<file path="config.mk">
export PLATFORM = sky130hd
export DESIGN_NAME = sobel_line_sched
export DESIGN_NICKNAME = d
export VERILOG_FILES = /design/src/rtl/sobel_line_sched.sv
export SDC_FILE = /design/constraint.sdc
export NUM_CORES = 1
export LEC_CHECK = 0
export CAP_MARGIN = 20
export CORE_UTILIZATION = 51
export DETAILED_ROUTE_END_ITERATION = 10
export DONT_BUFFER_PORTS = 1
export PLACE_DENSITY = 0.66
export RECOVER_POWER = 100
export REMOVE_ABC_BUFFERS = 1
export SYNTH_ARGS = -nofsm -noshare
export SYNTH_HDL_FRONTEND = slang
export SYNTH_SLANG_ARGS = --single-unit
</file>
<file path="constraint.sdc">
create_clock -name clk -period 4.3 [get_ports clk]
set_input_delay 0.215 -clock clk [delete_from_list [all_inputs] [get_ports clk]]
set_output_delay 0.215 -clock clk [all_outputs]
set_load 0.005 [all_outputs]
</file>
<file path="src/rtl/sobel_line_sched.sv">
// ============================================================================
// Module   : sobel_line_sched
// Purpose  : Raster/line-buffer scheduler for the 3x3 Sobel window datapath.
// Optional : SCHED_OVERRUN_FLAG_EN adds a sticky overrun output.
// Revision : 1.0
// ============================================================================
`default_nettype none

module sobel_line_sched #(
    parameter int IMAGE_WIDTH  = 640,
    parameter int IMAGE_HEIGHT = 480,
    parameter int CNT_W        = 12
) (
    input  logic             clk,
    input  logic             resetn,
    input  logic             input_data_valid,
    output logic [CNT_W-1:0] in_col,
    output logic [CNT_W-1:0] in_line,
    output logic             lb_wr_en,
    output logic [1:0]       lb_wr_sel,
    output logic             window_valid,
    output logic [CNT_W-1:0] out_col,
    output logic [CNT_W-1:0] out_line,
    output logic             border,
    output logic             flush_active,
    output logic             frame_done
`ifdef SCHED_OVERRUN_FLAG_EN
    ,
    output logic             overrun
`endif
);

    localparam logic [CNT_W-1:0] c_col_last  = CNT_W'(IMAGE_WIDTH - 1);
    localparam logic [CNT_W-1:0] c_line_last = CNT_W'(IMAGE_HEIGHT - 1);
    localparam logic [CNT_W-1:0] c_width     = CNT_W'(IMAGE_WIDTH);

    typedef enum logic [2:0] {
        S_IDLE  = 3'd0,
        S_FILL  = 3'd1,
        S_RUN   = 3'd2,
        S_FLUSH = 3'd3,
        S_DONE  = 3'd4
    } state_t;

    state_t           state_q, state_d;
    logic [CNT_W-1:0] in_col_q, in_col_d, in_line_q, in_line_d;
    logic [1:0]       sel_q, sel_d;
    logic [CNT_W-1:0] k_q, k_d;
    logic [CNT_W-1:0] s_col_q, s_col_d, s_line_q, s_line_d;
    logic             valid_q, valid_d;
    logic [CNT_W-1:0] out_col_q, out_col_d, out_line_q, out_line_d;
    logic             border_q, border_d;
    logic             accept, step;
`ifdef SCHED_OVERRUN_FLAG_EN
    logic             overrun_q, overrun_d;
`endif

    always_comb begin
        state_d    = state_q;
        in_col_d   = in_col_q;
        in_line_d  = in_line_q;
        sel_d      = sel_q;
        k_d        = k_q;
        s_col_d    = s_col_q;
        s_line_d   = s_line_q;
        out_col_d  = out_col_q;
        out_line_d = out_line_q;
        border_d   = border_q;
        step       = 1'b0;
        accept     = input_data_valid &&
                     (state_q == S_IDLE || state_q == S_FILL || state_q == S_RUN);

        if (accept) begin
            if (in_col_q == c_col_last) begin
                in_col_d  = '0;
                in_line_d = (in_line_q == c_line_last) ? '0 : in_line_q + 1'b1;
                sel_d     = (sel_q == 2'd2) ? 2'd0 : sel_q + 2'd1;
            end else begin
                in_col_d = in_col_q + 1'b1;
            end
        end

        case (state_q)
            S_IDLE: begin
                if (accept) begin
                    state_d = S_FILL;
                    k_d     = CNT_W'(1);
                end
            end
            S_FILL: begin
                // k counts accepted pixels; the one making it WIDTH+1 starts RUN
                if (accept) begin
                    k_d = k_q + 1'b1;
                    if (k_q == c_width) state_d = S_RUN;
                end
            end
            S_RUN: begin
                if (accept) begin
                    step = 1'b1;
                    if (in_col_q == c_col_last && in_line_q == c_line_last) begin
                        state_d = S_FLUSH;
                        k_d     = '0;
                    end
                end
            end
            S_FLUSH: begin
                step = 1'b1;
                k_d  = k_q + 1'b1;
                if (k_q == c_width) state_d = S_DONE;
            end
            S_DONE: begin
                state_d   = S_IDLE;
                in_col_d  = '0;
                in_line_d = '0;
                sel_d     = 2'd0;
                k_d       = '0;
                s_col_d   = '0;
                s_line_d  = '0;
            end
            default: state_d = S_IDLE;
        endcase

        // The step counter names the next window centre in raster order
        if (step) begin
            out_col_d  = s_col_q;
            out_line_d = s_line_q;
            border_d   = (s_col_q == '0) || (s_col_q == c_col_last) ||
                         (s_line_q == '0) || (s_line_q == c_line_last);
            if (s_col_q == c_col_last) begin
                s_col_d  = '0;
                s_line_d = (s_line_q == c_line_last) ? '0 : s_line_q + 1'b1;
            end else begin
                s_col_d = s_col_q + 1'b1;
            end
        end
        valid_d = step;
    end

`ifdef SCHED_OVERRUN_FLAG_EN
    always_comb begin
        overrun_d = overrun_q |
                    (input_data_valid && (state_q == S_FLUSH || state_q == S_DONE));
    end
`endif

    always_ff @(posedge clk or negedge resetn) begin
        if (!resetn) begin
            state_q    <= S_IDLE;
            in_col_q   <= '0;
            in_line_q  <= '0;
            sel_q      <= 2'd0;
            k_q        <= '0;
            s_col_q    <= '0;
            s_line_q   <= '0;
            valid_q    <= 1'b0;
            out_col_q  <= '0;
            out_line_q <= '0;
            border_q   <= 1'b0;
        end else begin
            state_q    <= state_d;
            in_col_q   <= in_col_d;
            in_line_q  <= in_line_d;
            sel_q      <= sel_d;
            k_q        <= k_d;
            s_col_q    <= s_col_d;
            s_line_q   <= s_line_d;
            valid_q    <= valid_d;
            out_col_q  <= out_col_d;
            out_line_q <= out_line_d;
            border_q   <= border_d;
        end
    end

`ifdef SCHED_OVERRUN_FLAG_EN
    always_ff @(posedge clk or negedge resetn) begin
        if (!resetn) overrun_q <= 1'b0;
        else         overrun_q <= overrun_d;
    end
    assign overrun = overrun_q;
`endif

    assign in_col       = in_col_q;
    assign in_line      = in_line_q;
    assign lb_wr_en     = accept;
    assign lb_wr_sel    = sel_q;
    assign window_valid = valid_q;
    assign out_col      = out_col_q;
    assign out_line     = out_line_q;
    assign border       = border_q;
    assign flush_active = (state_q == S_FLUSH);
    assign frame_done   = (state_q == S_DONE);

endmodule

`default_nettype wire

</file>
-- Word level (Yosys, flattened, before mapping)
Cells that the tools add are included.
- register bits after elaboration: 91
- output and inout port bits: 55
- add/sub/neg operators: 6
- equal/unequal tests: 16
- mux-type cells: 32
- reductions and logical operators: 17
- operators by type and width (cell ; count):
    2-to-1 mux 12 bit ; 18
    adder 12 x 1 -> 12 bit, second input constant ; 5
    case mux 12 bit (5 select lines) ; 1
    == test 12 x 10 -> 1 bit, second input constant ; 3
    == test 12 x 9 -> 1 bit, second input constant ; 2
    zero test 12 bit ; 2
    2-to-1 mux 3 bit ; 6
    case mux 3 bit (4 select lines) ; 1
    2-to-1 mux 2 bit ; 4
    == test 3 x 2 -> 1 bit, second input constant ; 2
    inequality test 2 x 1 -> 1 bit, second input constant ; 3
    inequality test 2 bit, second input constant ; 3
    AND reduction 6 bit ; 1
    nonzero test 2 bit ; 3
    logical OR 1 bit ; 5
    AND reduction 5 bit ; 1
    nonzero test 5 bit ; 1
    == test 3 x 1 -> 1 bit, second input constant ; 1
    == test 3 bit, second input constant ; 1
    zero test 3 bit ; 1
    adder 2 x 1 -> 2 bit, second input constant ; 1
    == test 2 bit, second input constant ; 1
    logical AND 1 bit ; 2
    case mux 1 bit (2 select lines) ; 1
    other kinds (2) ; 2

-- Logic depth before layout (Yosys ltp)
- depth in word-level cells: 7
- gate-level depth with buffers: 8
- mapped depth without buffers: 7

-- Worst setup path after synthesis
No wires, ideal clock.
- path kind: flip-flop to flip-flop
- start point: reg in_col_q[8] (netlist: in_col[8])
- end point: reg in_line_q[7] (netlist: in_line[7])
- setup time: 0.104 ns
- data arrival time: 2.018 ns
- required time: 4.196 ns
- path slack: 2.178 ns
- stages on the path, launching flop included: 6
- path buffers: 1
- period minus slack after synthesis: 2.122 ns
- cells stage by stage: dfrtp_1 -> or4b_4 -> nor4_4 -> or3b_1 -> buf_6 -> o41ai_2
- longest elaborated chain between the ends: 3
- ends and longest elaborated chain (element ; line ; RTL):
    from (decl) ; 46 ; logic [CNT_W-1:0] in_col_q, in_col_d, in_line_q, in_line_d;
    from (signal assigned) ; 161 ; in_col_q <= in_col_d;
    == test 12 x 10 -> 1 bit ; 74 ; if (in_col_q == c_col_last) begin
    nonzero test 2 bit (no line) ; - ;
    AND reduction 2 bit (no line) ; - ;
    to (signal assigned) ; 162 ; in_line_q <= in_line_d;
    to (decl) ; 46 ;
Every way passes these cells.
A chain may end at the register's enable or synchronous reset.

-- Worst setup path after layout
- start point: reg in_line_q[5] (netlist: in_line[5])
- end point: reg in_line_q[0] (netlist: in_line[0])
- longest elaborated chain between the ends: 5
- ends and longest elaborated chain (element ; line ; RTL):
    == test 12 x 9 -> 1 bit ; 76 ; in_line_d = (in_line_q == c_line_last) ? '0 : in_line_q + 1'b1;
    2-to-1 mux 12 bit ; 76 ;
    2-to-1 mux 12 bit ; 74 ;
    2-to-1 mux 12 bit ; 73 ; if (accept) begin
    2-to-1 mux 12 bit ; 83 ; case (state_q)
Every way passes these cells. The select of a mux whose other input is x is not followed.

==> impl_metrics.py <==
metrics = {
    "clock_tree": {
        "cts_root_buf": "clkbuf_8",
        "clk_pin_slew_ns": 0.10,
        "cts_sinks": 91,
        "clkLatencyLatePin_ns": 0.35,
        "h-tree-depth": 3,
        "clockBufferDepth": 2,
        "cts_inserted_buffers": 9,
        "cts_tree": "built",
        "cts_resized": 0,
    },
    "timing": {
        "rsz0062_at_grt": "false",
        "skew_ns": 0.0106,
        "fin_crit_ns": 2.92,
        "drv_slew": 92,
        "setup_viol": 0,
        "fmax_mhz": 343,
        "finalCritPeriodShare_pct": 67.9,
        "slew_headroom_pct": -46.9,
        "setup_tns_ns": 0,
        "worst_pin_slew_ns": 2.20,
        "hold_viol": 0,
    },
    "yosys": {
        "synth-edff-count": 0,
        "ys_seq_elements": 91,
        "synth_cells": 530,
        "syn_area_sq_um": 4720,
        "synth_area_leaders": "dfrtp_1 48%, nand2_1 8.4%, o21ai_0 4.6%",
        "synthFlopType": "dfrtp_1",
        "synth.top_cell.area_share_pct": 48.3,
        "yosysMostFrequentCell": "nand2_1",
        "synth_common_cells": "105 x nand2_1, 91 x dfrtp_1, 43 x o21ai_0",
        "syn_avg_cell_area_sq_um": 8.90,
        "synth_top_area_cell": "dfrtp_1",
        "yosysSeqAreaShare_pct": 48.3,
        "yosysWarnings": 0,
        "synth_cell_types": 56,
        "synthArstFlopShare_pct": 100,
    },
    "run_status": {
        "violations": "design-rule violations, max-capacitance violations, max-slew violations",
        "status": "finished, violations left",
    },
    "worst_hold_path": {
        "holdPathStages": 2,
        "hold_start": "input_data_valid",
        "worstHoldPathType": "input port to register",
        "min_to": "state_q[1]",
    },
    "grt": {
        "gr-total-overflow": 0,
        "grt_pass1_vias": 3831,
        "grt_start_max_net_pins": 92,
        "grt_pass1_wl_mm": 18.0,
        "gr-usage-all-layers_pct": 22.6,
        "antenna_found_initial": 0,
    },
    "setup_path": {
        "r2r_setup_slack_ns": 1.38,
        "cp-end-kind": "register",
        "arrival_ns": 3.15,
        "slowest_stage": "o31ai_1",
        "cp_cell_sequence": "or4b_1 > o31ai_1 > or3b_1 > o21ai_0",
        "ff2ff_path_depth": 4,
        "rr_startpoint": "in_line[5]",
        "crit_required_ns": 4.53,
        "worstReg2RegEnd": "in_line[0]",
        "cp_slowest_stage_delay_ns": 1.06,
        "startpoint_type": "register",
        "worst-path-max-fanout": 10,
        "critPathKind": "register to register",
    },
    "placement": {
        "port_buffers": 0,
        "place_hpwl_mm": 6.62,
        "placedCellCount": 614,
        "gp_congestion": 0.839,
    },
    "cells_and_area": {
        "final_cells": 633,
        "nets": 531,
        "utilization_pct": 55.9,
        "n_antenna_cell": 0,
        "flow.area_growth_from_synthesis_pct": 4.91,
        "drive_gt1_share_pct": 5.14,
        "nFillCells": 793,
    },
    "power_and_ir_drop": {
        "ir_worst_vdd_uv": 193,
        "p_leak_uw": 0.00219,
        "power.total_uw": 1840,
        "powerDensity_nw_per_um2": 371,
    },
    "die": {
        "dieHeight_um": 98.2,
        "ios": 58,
        "dieArea_sq_um": 9640,
        "core-area_sq_um": 8850,
        "rows": 34,
        "die_w_um": 98.2,
        "initial_utilization_pct": 53.3,
    },
    "drt": {
        "first_iter_violations": 157,
        "vias": 3892,
        "vias_per_cell": 6.15,
        "postRouteAntennaNets": 0,
        "wire_per_inst_um": 16.0,
        "route.detailed.drc": 2,
        "wirelength_mm": 10.1,
        "firstDrtPassIters": 10,
    },
    "run": {
        "maxCapViolCount": 1,
    },
}
-- through the flow --
step	hold slack, ns	cell area, sq um	setup slack (ns)
6_report	0.0583	4950	1.38
3_5_place_dp	-0.0787	4760	1.65
5_1_grt	0.0630	4950	1.20
3_3_place_gp	-0.0786	4760	1.69
2_1_floorplan	-0.0806	4610	1.01
4_1_cts	0.0419	4990	1.64
-- sequential cells by signal (all words and copies together), names as in the netlist --
register      flops
border            1
out_line         12
in_col           12
out_col          12
s_line_q         12
state_q           3
window_valid      1
s_col_q          12
k_q              12
lb_wr_sel         2
in_line          12
-- report_power, final --
part	switching [uW]	internal [uW]	leakage [uW]	total (uW)
clock	337	240	0.0000973	577
sequential	120	937	0.00122	1060
combinational	120	81.2	0.000874	201
-- cells by family after synthesis --
logic type | count (synthesis) | synth area share [%]
fa+ha+maj | 8 | 2.12
xor+xnor | 11 | 2.04
compound gates | 122 | 16.6
mux | 6 | 1.33
buf+inv | 43 | 3.74
flops | 91 | 48.3
simple gates | 249 | 25.9
-- how the worst max path moves through the flow --
| stage | startpoint | end | slack, ns | depth (start not counted) |
|---|---|---|---|---|
| after floorplan | state_q[0] | s_col_q[6] | 1.01 | 5 |
| after global placement | state_q[1] | s_line_q[11] | 1.69 | 5 |
| after detailed placement | state_q[1] | s_line_q[6] | 1.65 | 5 |
| after CTS | state_q[1] | s_line_q[6] | 1.64 | 5 |
| after global routing | in_line[5] | in_line[0] | 1.20 | 4 |
| final | in_line[5] | in_line[0] | 1.38 | 4 |
-- layout make-up --
| type | instances | area, sq um | share of cell area (%) |
|---|---|---|---|
| clock buffers | 10 | 138 | 2.78 |
| clock inverters | 6 | 56.3 | 1.14 |
| inverters | 18 | 67.6 | 1.37 |
| multi-input cells | 396 | 2250 | 45.5 |
| flip-flops and latches | 91 | 2280 | 46.0 |
| well taps | 108 | 135 | 2.73 |
| repair buffers | 4 | 22.5 | 0.455 |
-- critical path, delay by kind of cell (launching register included) --
family	cells	cell delay, ns
DFF	1	0.48
and+or+nand+nor	2	1.11
AOI/OAI and AO/OA	2	1.20
-- layer usage --
metal  global-route usage [%]  vias up  part of all wire, %
met2                     38.1      112                   48
met3                     4.08        9                  4.7
met1                     29.6     1895                   46
li1                         -     1876                    -
met4                     7.35        0                 0.96
met5                        0        -                    0
-- placed cells by master (no fill, tap or decap), types with 4 or more instances in the layout --
cell type	n
nand2_1	105
dfrtp_1	91
o21ai_0	44
nor2_1	34
nand3_1	26
a31oi_1	22
inv_1	18
a21oi_1	17
nor3_1	17
and3_1	14
nand4_1	13
clkbuf_8	10
o31ai_1	9
nor4_1	8
ha_1	8
nand2b_1	6
xor2_1	6
xnor2_1	5
a22o_1	5
nor2b_1	4
mux2i_1	4
o211ai_1	4
-- repair_timing --
| action | 4_1_cts | 5_1_grt |
|---|---|---|
| setup buffers | 0 | 0 |
| endpoints found under the hold margin | 91 | 0 |
| hold buffers | 2 | 0 |
| setup endpoints to repair | 0 | 0 |
Note: power is estimated with default switching activity, not from simulation.
